### src/rtl/mem_access_unit.sv
// mem_access_unit
//   Load/store sequencer between the execute/memory stage and a single-port
//   32-bit data memory with combinational read data. Accepts one byte,
//   halfword or word access per handshake, sign/zero-extends loads,
//   performs read-modify-write for sub-word stores and flags misaligned
//   or illegal-size requests.
//
//   Optional feature macro: MAU_MISALIGN_TRAP_EN
//     defined   : misaligned / SIZE=11 requests complete with RSP_ERR=1 and
//                 touch no memory.
//     undefined : RSP_ERR is tied 0, misaligned addresses are forced down to
//                 natural alignment and SIZE=11 is executed as a word access.
//
// Ports
//   CLK, RST            clock, synchronous active-high reset
//   REQ_VALID/READY     request handshake (READY only in IDLE, 0 in reset)
//   REQ_WE              1 = store, 0 = load
//   REQ_SIZE            00 byte, 01 halfword, 10 word, 11 illegal
//   REQ_UNSIGNED        zero-extend loads when 1
//   REQ_ADDR            byte address; [ADDR_W+1:2] word, [1:0] lane
//   REQ_WDATA           right-justified store data
//   RSP_VALID           one-cycle completion pulse
//   RSP_RDATA           extended load data (0 for stores and errors)
//   RSP_ERR             error flag qualified by RSP_VALID
//   MEM_A/WE/WD/RD      memory word port

module mem_access_unit #(
    parameter int unsigned ADDR_W = 5
) (
    input  logic              CLK,
    input  logic              RST,
    input  logic              REQ_VALID,
    output logic              REQ_READY,
    input  logic              REQ_WE,
    input  logic [1:0]        REQ_SIZE,
    input  logic              REQ_UNSIGNED,
    input  logic [31:0]       REQ_ADDR,
    input  logic [31:0]       REQ_WDATA,
    output logic              RSP_VALID,
    output logic [31:0]       RSP_RDATA,
    output logic              RSP_ERR,
    output logic [ADDR_W-1:0] MEM_A,
    output logic              MEM_WE,
    output logic [31:0]       MEM_WD,
    input  logic [31:0]       MEM_RD
);

    typedef enum logic [1:0] {
        ST_IDLE,
        ST_ACCESS,
        ST_WRITE,
        ST_RESP
    } state_t;

    localparam logic [1:0] SZ_BYTE = 2'b00;
    localparam logic [1:0] SZ_HALF = 2'b01;
    localparam logic [1:0] SZ_WORD = 2'b10;
    localparam logic [1:0] SZ_ILL  = 2'b11;

    state_t            state_q,  state_d;
    logic              we_q,     we_d;
    logic [1:0]        size_q,   size_d;
    logic              uns_q,    uns_d;
    logic [1:0]        lane_q,   lane_d;
    logic [31:0]       wdata_q,  wdata_d;
    logic [31:0]       rdata_q,  rdata_d;
    logic [ADDR_W-1:0] mem_a_q,  mem_a_d;
    logic [31:0]       mem_wd_q, mem_wd_d;
`ifdef MAU_MISALIGN_TRAP_EN
    logic              err_q,    err_d;
    logic              req_misaligned;
`endif

    logic        mem_we_c;
    logic [1:0]  req_size_eff;
    logic [1:0]  req_lane_eff;
    logic [7:0]  byte_sel;
    logic [15:0] half_sel;
    logic [31:0] load_val;
    logic [31:0] merge_val;

    // Address bits above the memory window are deliberately ignored.
    logic unused_addr_bits;
    assign unused_addr_bits = ^REQ_ADDR[31:ADDR_W+2];

    // ------------------------------------------------------------------
    // Request decode: alignment check or alignment forcing
    // ------------------------------------------------------------------
    always_comb begin
        req_size_eff = REQ_SIZE;
        req_lane_eff = REQ_ADDR[1:0];
`ifdef MAU_MISALIGN_TRAP_EN
        unique case (REQ_SIZE)
            SZ_BYTE: req_misaligned = 1'b0;
            SZ_HALF: req_misaligned = REQ_ADDR[0];
            SZ_WORD: req_misaligned = |REQ_ADDR[1:0];
            default: req_misaligned = 1'b1;
        endcase
`else
        if (REQ_SIZE == SZ_ILL) begin
            req_size_eff = SZ_WORD;
        end
        unique case (req_size_eff)
            SZ_HALF: req_lane_eff = {REQ_ADDR[1], 1'b0};
            SZ_WORD: req_lane_eff = 2'b00;
            default: req_lane_eff = REQ_ADDR[1:0];
        endcase
`endif
    end

    // ------------------------------------------------------------------
    // Lane select / extension for loads, lane merge for sub-word stores
    // ------------------------------------------------------------------
    always_comb begin
        byte_sel = MEM_RD[{lane_q, 3'b000} +: 8];
        half_sel = MEM_RD[{lane_q[1], 4'b0000} +: 16];

        load_val = MEM_RD;
        unique case (size_q)
            SZ_BYTE: load_val = {{24{~uns_q & byte_sel[7]}}, byte_sel};
            SZ_HALF: load_val = {{16{~uns_q & half_sel[15]}}, half_sel};
            default: load_val = MEM_RD;
        endcase

        merge_val = MEM_RD;
        if (size_q == SZ_BYTE) begin
            merge_val[{lane_q, 3'b000} +: 8] = wdata_q[7:0];
        end else begin
            merge_val[{lane_q[1], 4'b0000} +: 16] = wdata_q[15:0];
        end
    end

    // ------------------------------------------------------------------
    // Next-state / output logic
    // ------------------------------------------------------------------
    always_comb begin
        state_d  = state_q;
        we_d     = we_q;
        size_d   = size_q;
        uns_d    = uns_q;
        lane_d   = lane_q;
        wdata_d  = wdata_q;
        rdata_d  = rdata_q;
        mem_a_d  = mem_a_q;
        mem_wd_d = mem_wd_q;
`ifdef MAU_MISALIGN_TRAP_EN
        err_d    = err_q;
`endif
        mem_we_c = 1'b0;

        unique case (state_q)
            ST_IDLE: begin
                if (REQ_VALID) begin
                    we_d    = REQ_WE;
                    size_d  = req_size_eff;
                    uns_d   = REQ_UNSIGNED;
                    lane_d  = req_lane_eff;
                    wdata_d = REQ_WDATA;
                    rdata_d = '0;
`ifdef MAU_MISALIGN_TRAP_EN
                    err_d   = req_misaligned;
                    if (req_misaligned) begin
                        state_d = ST_RESP;
                    end else begin
                        state_d = ST_ACCESS;
                        mem_a_d = REQ_ADDR[ADDR_W+1:2];
                        if (REQ_WE && (req_size_eff == SZ_WORD)) begin
                            mem_wd_d = REQ_WDATA;
                        end
                    end
`else
                    state_d = ST_ACCESS;
                    mem_a_d = REQ_ADDR[ADDR_W+1:2];
                    if (REQ_WE && (req_size_eff == SZ_WORD)) begin
                        mem_wd_d = REQ_WDATA;
                    end
`endif
                end
            end

            ST_ACCESS: begin
                if (!we_q) begin
                    rdata_d = load_val;
                    state_d = ST_RESP;
                end else if (size_q == SZ_WORD) begin
                    // Write data was already staged into MEM_WD at accept.
                    mem_we_c = 1'b1;
                    state_d  = ST_RESP;
                end else begin
                    // Read phase of read-modify-write; MEM_WD becomes the merge.
                    mem_wd_d = merge_val;
                    state_d  = ST_WRITE;
                end
            end

            ST_WRITE: begin
                mem_we_c = 1'b1;
                state_d  = ST_RESP;
            end

            ST_RESP: begin
                state_d = ST_IDLE;
            end

            default: begin
                state_d = ST_IDLE;
            end
        endcase
    end

    // ------------------------------------------------------------------
    // Registers
    // ------------------------------------------------------------------
    always_ff @(posedge CLK) begin
        if (RST) begin
            state_q  <= ST_IDLE;
            we_q     <= 1'b0;
            size_q   <= '0;
            uns_q    <= 1'b0;
            lane_q   <= '0;
            wdata_q  <= '0;
            rdata_q  <= '0;
            mem_a_q  <= '0;
            mem_wd_q <= '0;
`ifdef MAU_MISALIGN_TRAP_EN
            err_q    <= 1'b0;
`endif
        end else begin
            state_q  <= state_d;
            we_q     <= we_d;
            size_q   <= size_d;
            uns_q    <= uns_d;
            lane_q   <= lane_d;
            wdata_q  <= wdata_d;
            rdata_q  <= rdata_d;
            mem_a_q  <= mem_a_d;
            mem_wd_q <= mem_wd_d;
`ifdef MAU_MISALIGN_TRAP_EN
            err_q    <= err_d;
`endif
        end
    end

    // ------------------------------------------------------------------
    // Outputs
    // ------------------------------------------------------------------
    assign REQ_READY = (state_q == ST_IDLE) && !RST;
    assign RSP_VALID = (state_q == ST_RESP);
    assign RSP_RDATA = (state_q == ST_RESP) ? rdata_q : '0;
`ifdef MAU_MISALIGN_TRAP_EN
    assign RSP_ERR   = (state_q == ST_RESP) && err_q;
`else
    assign RSP_ERR   = 1'b0;
`endif
    assign MEM_A     = mem_a_q;
    assign MEM_WD    = mem_wd_q;
    // Gated by RST so a reset edge can never commit a write.
    assign MEM_WE    = mem_we_c && !RST;

endmodule

### config.mk
export PLATFORM = sky130hd
export DESIGN_NAME = mem_access_unit
export DESIGN_NICKNAME = d
export VERILOG_FILES = /design/src/rtl/mem_access_unit.sv
export SDC_FILE = /design/constraint.sdc
export NUM_CORES = 1
export LEC_CHECK = 0
export ABC_AREA = 0
export CAP_MARGIN = 20
export CORE_MARGIN = 5
export CORE_UTILIZATION = 45
export CTS_BUF_LIST = sky130_fd_sc_hd__clkbuf_8
export DETAILED_ROUTE_END_ITERATION = 10
export HOLD_SLACK_MARGIN = 0.06
export PLACE_DENSITY_LB_ADDON = 0.3
export SLEW_MARGIN = 25
export SYNTH_ARGS = -nofsm -noshare
export SYNTH_HDL_FRONTEND = slang
export SYNTH_SLANG_ARGS = --single-unit
### constraint.sdc
create_clock -name CLK -period 4.6 [get_ports CLK]
set_clock_uncertainty 0.1 [all_clocks]
set_input_delay 0.92 -clock CLK [delete_from_list [all_inputs] [get_ports CLK]]
set_output_delay 0.92 -clock CLK [all_outputs]
set_load 0.03 [all_outputs]
==> run summary <==
Outcome: finished, final reports clean
Post-CTS Resized: 0
Initial antenna violation count: 0
Final hold violations: 0
Vias in the first global route: 5,640
Crit path DAT: 2.53 ns
TritonCTS Buffers: 9
Post-DRT Antenna Nets: 0
Vias/cell: 6.14
LEAKAGE: 2.50 nW
Routability cong.: 0.930
Slew Limit Fails: 0
Max_cap viols: 0
Worst Hold Endpoint: MEM_A[3]$_SDFFE_PP0P_
Detailed-route wire length: 20,100 µm
Final setup fails: 0
Worst Max-Slew Pin Slew: 0.916 ns
Min-Delay Startpoint: MEM_A[3]$_SDFFE_PP0P_
Clock period minus worst slack: 3.55 ns
Synth Net Count: 810
WHS Path Cells: 2
Worst setup SP type: flop
Post-synthesis register bit count: 93
Die ar.: 15,100 µm²
Max Buffers Root-to-Sink: 2
Ys flop type: dfxtp_1
Yosys warns: 0
Reg-to-Reg End: rdata_q[23]$_SDFFE_PP0P_
IO Pins: 176
Largest net degree at the start of global routing: 68
Initial Util: 0.457
Worst Path Max Fanout: 33
Port bufs: 149
CTS H-tree lvls: 3
RSZ-0062 raised after global routing: false
Hold buffer count at CTS: 0
Critical path class: reg2out
Inst Count DP: 952
Fraction of registers with async set or reset after synthesis: 0
Clock share of power: 0.176
F_max: 281 MHz
Nets: 904
Pre-CTS setup slack: 1.35 ns
Crit. End Element: output pin
Critical Path RT: 3.58 ns
Worst Hold Class: reg2reg
Synthesized area: 5740 µm²
Net Sw Frac: 0.444
TritonCTS clock tree: yes
Cells after Synth: 697
CTS root buf: clkbuf_8
Chip Width: 123 µm
Internal power: 2.17 mW
Share of post-route cells with drive strength above 1: 0.0766
Wire per inst: 20.8 µm
Synth-to-layout area growth: 29.2%
Global route overflow: 0
Setup ws final: 1.05 ns
R2R Setup Slk: 1.21 ns
Die height: 123 µm
Row count: 41
Count of cell types in the netlist: 51
Drt drc: 0
Worst hold slack: 0.367 ns
Vias: 5,943
Final cell count without fillers: 968
Placeable Area: 12,600 µm²
Seq/Total Area, Yosys: 0.324
Initial DRT Pass Iterations: 5
Synthesized area per cell: 8.24 µm²
R2R depth: 6
Relative slew slack: 0.385
Worst VDD drop: 710 µV
DRT iter0 DRCs: 487
GRT Overall Usage: 0.264
Clk slew on worst S/H paths: 0.09 ns
Post-synth EDFFs: 0
Skew-Pair Late Insertion Delay: 0.39 ns
Final period util: 0.772
Switch Pwr: 1.74 mW
CTS sink cnt: 93
First-pass GRT wire length: 30,900 µm
Fillcell total: 1,148
Worst r2r src: state_q[1]$_SDFFE_PP0P_
Gate power share: 0.519
Setup Fix Bufs, Post-CTS: 0
Power density over the cells: 527 nW/µm²
Start point of the critical path: state_q[1]$_SDFFE_PP0P_
Aggregate negative setup slack: 0 ns
Seq pwr share: 0.306
Post-DP HPWL: 14,300 µm
Diodes inserted: 0
==> cells in the mapped netlist, types with 10 or more instances <==
cell type	instances	area share
o2bb2ai_1	24	0.037
a22oi_1	25	0.033
clkbuf_1	37	0.024
o21ai_0	14	0.012
nand2_1	68	0.044
a21oi_1	113	0.099
mux2i_1	33	0.058
nand3b_1	17	0.022
o221ai_1	24	0.037
and2_1	34	0.037
dfxtp_1	93	0.32
buf_2	23	0.020
nand3_1	15	0.013
a211oi_2	10	0.022
a211oi_1	16	0.021
inv_1	30	0.020
ha_1	10	0.022
==> layout by cell type (no fill, tap or decap), drive strengths merged, types with 3 or more instances in the layout <==
| master | netlist | layout |
|---|---|---|
| clkdlybuf4s50 | 0 | 148 |
| buf | 39 | 11 |
| o21ai | 15 | 15 |
| mux2i | 33 | 33 |
| a21oi | 113 | 113 |
| nand4b | 8 | 8 |
| dfxtp | 93 | 93 |
| o211ai | 7 | 7 |
| a211oi | 26 | 26 |
| a211o | 9 | 9 |
| a22oi | 26 | 26 |
| clkinv | 1 | 4 |
| o221ai | 24 | 24 |
| nand3 | 15 | 15 |
| nor2b | 4 | 4 |
| or2 | 3 | 3 |
| clkbuf | 37 | 10 |
| nand2 | 69 | 69 |
| nand3b | 17 | 17 |
| and2 | 34 | 34 |
| a311oi | 8 | 8 |
| o2bb2ai | 24 | 24 |
| a32o | 8 | 8 |
| nor3 | 3 | 3 |
| inv | 31 | 31 |
| bufinv | 0 | 3 |
| mux2 | 9 | 9 |
| a221oi | 9 | 9 |
| nor2 | 8 | 8 |
| ha | 10 | 10 |
==> metrics by stage <==
step	utilization	power [mW]	area, µm²
6_report	0.590	3.91	7420
5_1_grt	0.590	4.15	7420
4_1_cts	0.589	3.90	7410
3_5_place_dp	0.570	3.22	7160
3_3_place_gp	0.570	3.16	7160
2_1_floorplan	-	2.58	5740
==> power groups by stage <==
stage / combinational, mW / clock, mW / sequential [mW]
after global placement: 1.96 / 0 / 1.20
final: 2.03 / 0.686 / 1.20
after floorplan: 1.21 / 0 / 1.37
after detailed placement: 2.01 / 0 / 1.20
after global routing: 2.21 / 0.723 / 1.22
after CTS: 2.02 / 0.692 / 1.19
==> metal layers <==
layer  GRT usage  routed length [µm]  vias up
met2       0.424                9440      262
li1            -                   -     2777
met1       0.345                8330     2851
met4       0.120                 769        0
met3      0.0485                1570       53
met5           0                   0        -
==> critical path: stages, from the launching register on <==
cell and delay, ns:
dfxtp_1 0.43, ha_1 0.77, and2_1 0.25, clkdlybuf4s50_1 0.67
==> worst max-delay path by stage <==
stage                               endpoint  slack (ns)  cells after the start
global placement                      MEM_WE        1.41                      3
detailed placement  rdata_q[23]$_SDFFE_PP0P_        1.35                      5
finish                          RSP_RDATA[5]        1.05                      3
CTS                             RSP_RDATA[5]        1.01                      3
floorplan                             MEM_WE        1.52                      3
global route        rdata_q[21]$_SDFFE_PP0P_        0.88                      6
==> state kept, by name, summed over array words and instances (netlist names) <==
signal / flops
we_q: 1
size_q: 2
uns_q: 1
state_q: 2
wdata_q: 16
rdata_q: 32
lane_q: 2
MEM_WD: 32
MEM_A: 5
==> cell families after synthesis <==
group | after synthesis | synth area share
AOI/OAI and AO/OA | 276 | 0.337
and+or+nand+nor | 167 | 0.157
buffers and inverters | 108 | 0.0835
DFF | 93 | 0.324
muxes | 42 | 0.0759
adders and majority gates | 10 | 0.0218
other | 1 | 0.000653
==> layout make-up <==
cell class | count | area [µm²] | share of cell area
Tap cell | 172 | 215 | 0.0290
Clock buffer | 10 | 138 | 0.0186
Clock inverter | 6 | 109 | 0.0147
Sequential cell | 93 | 1860 | 0.251
Inverter | 32 | 121 | 0.0164
Timing Repair Buffer | 159 | 1560 | 0.211
Multi-Input combinational cell | 496 | 3410 | 0.460
Note: power is estimated with default switching activity, not from simulation.
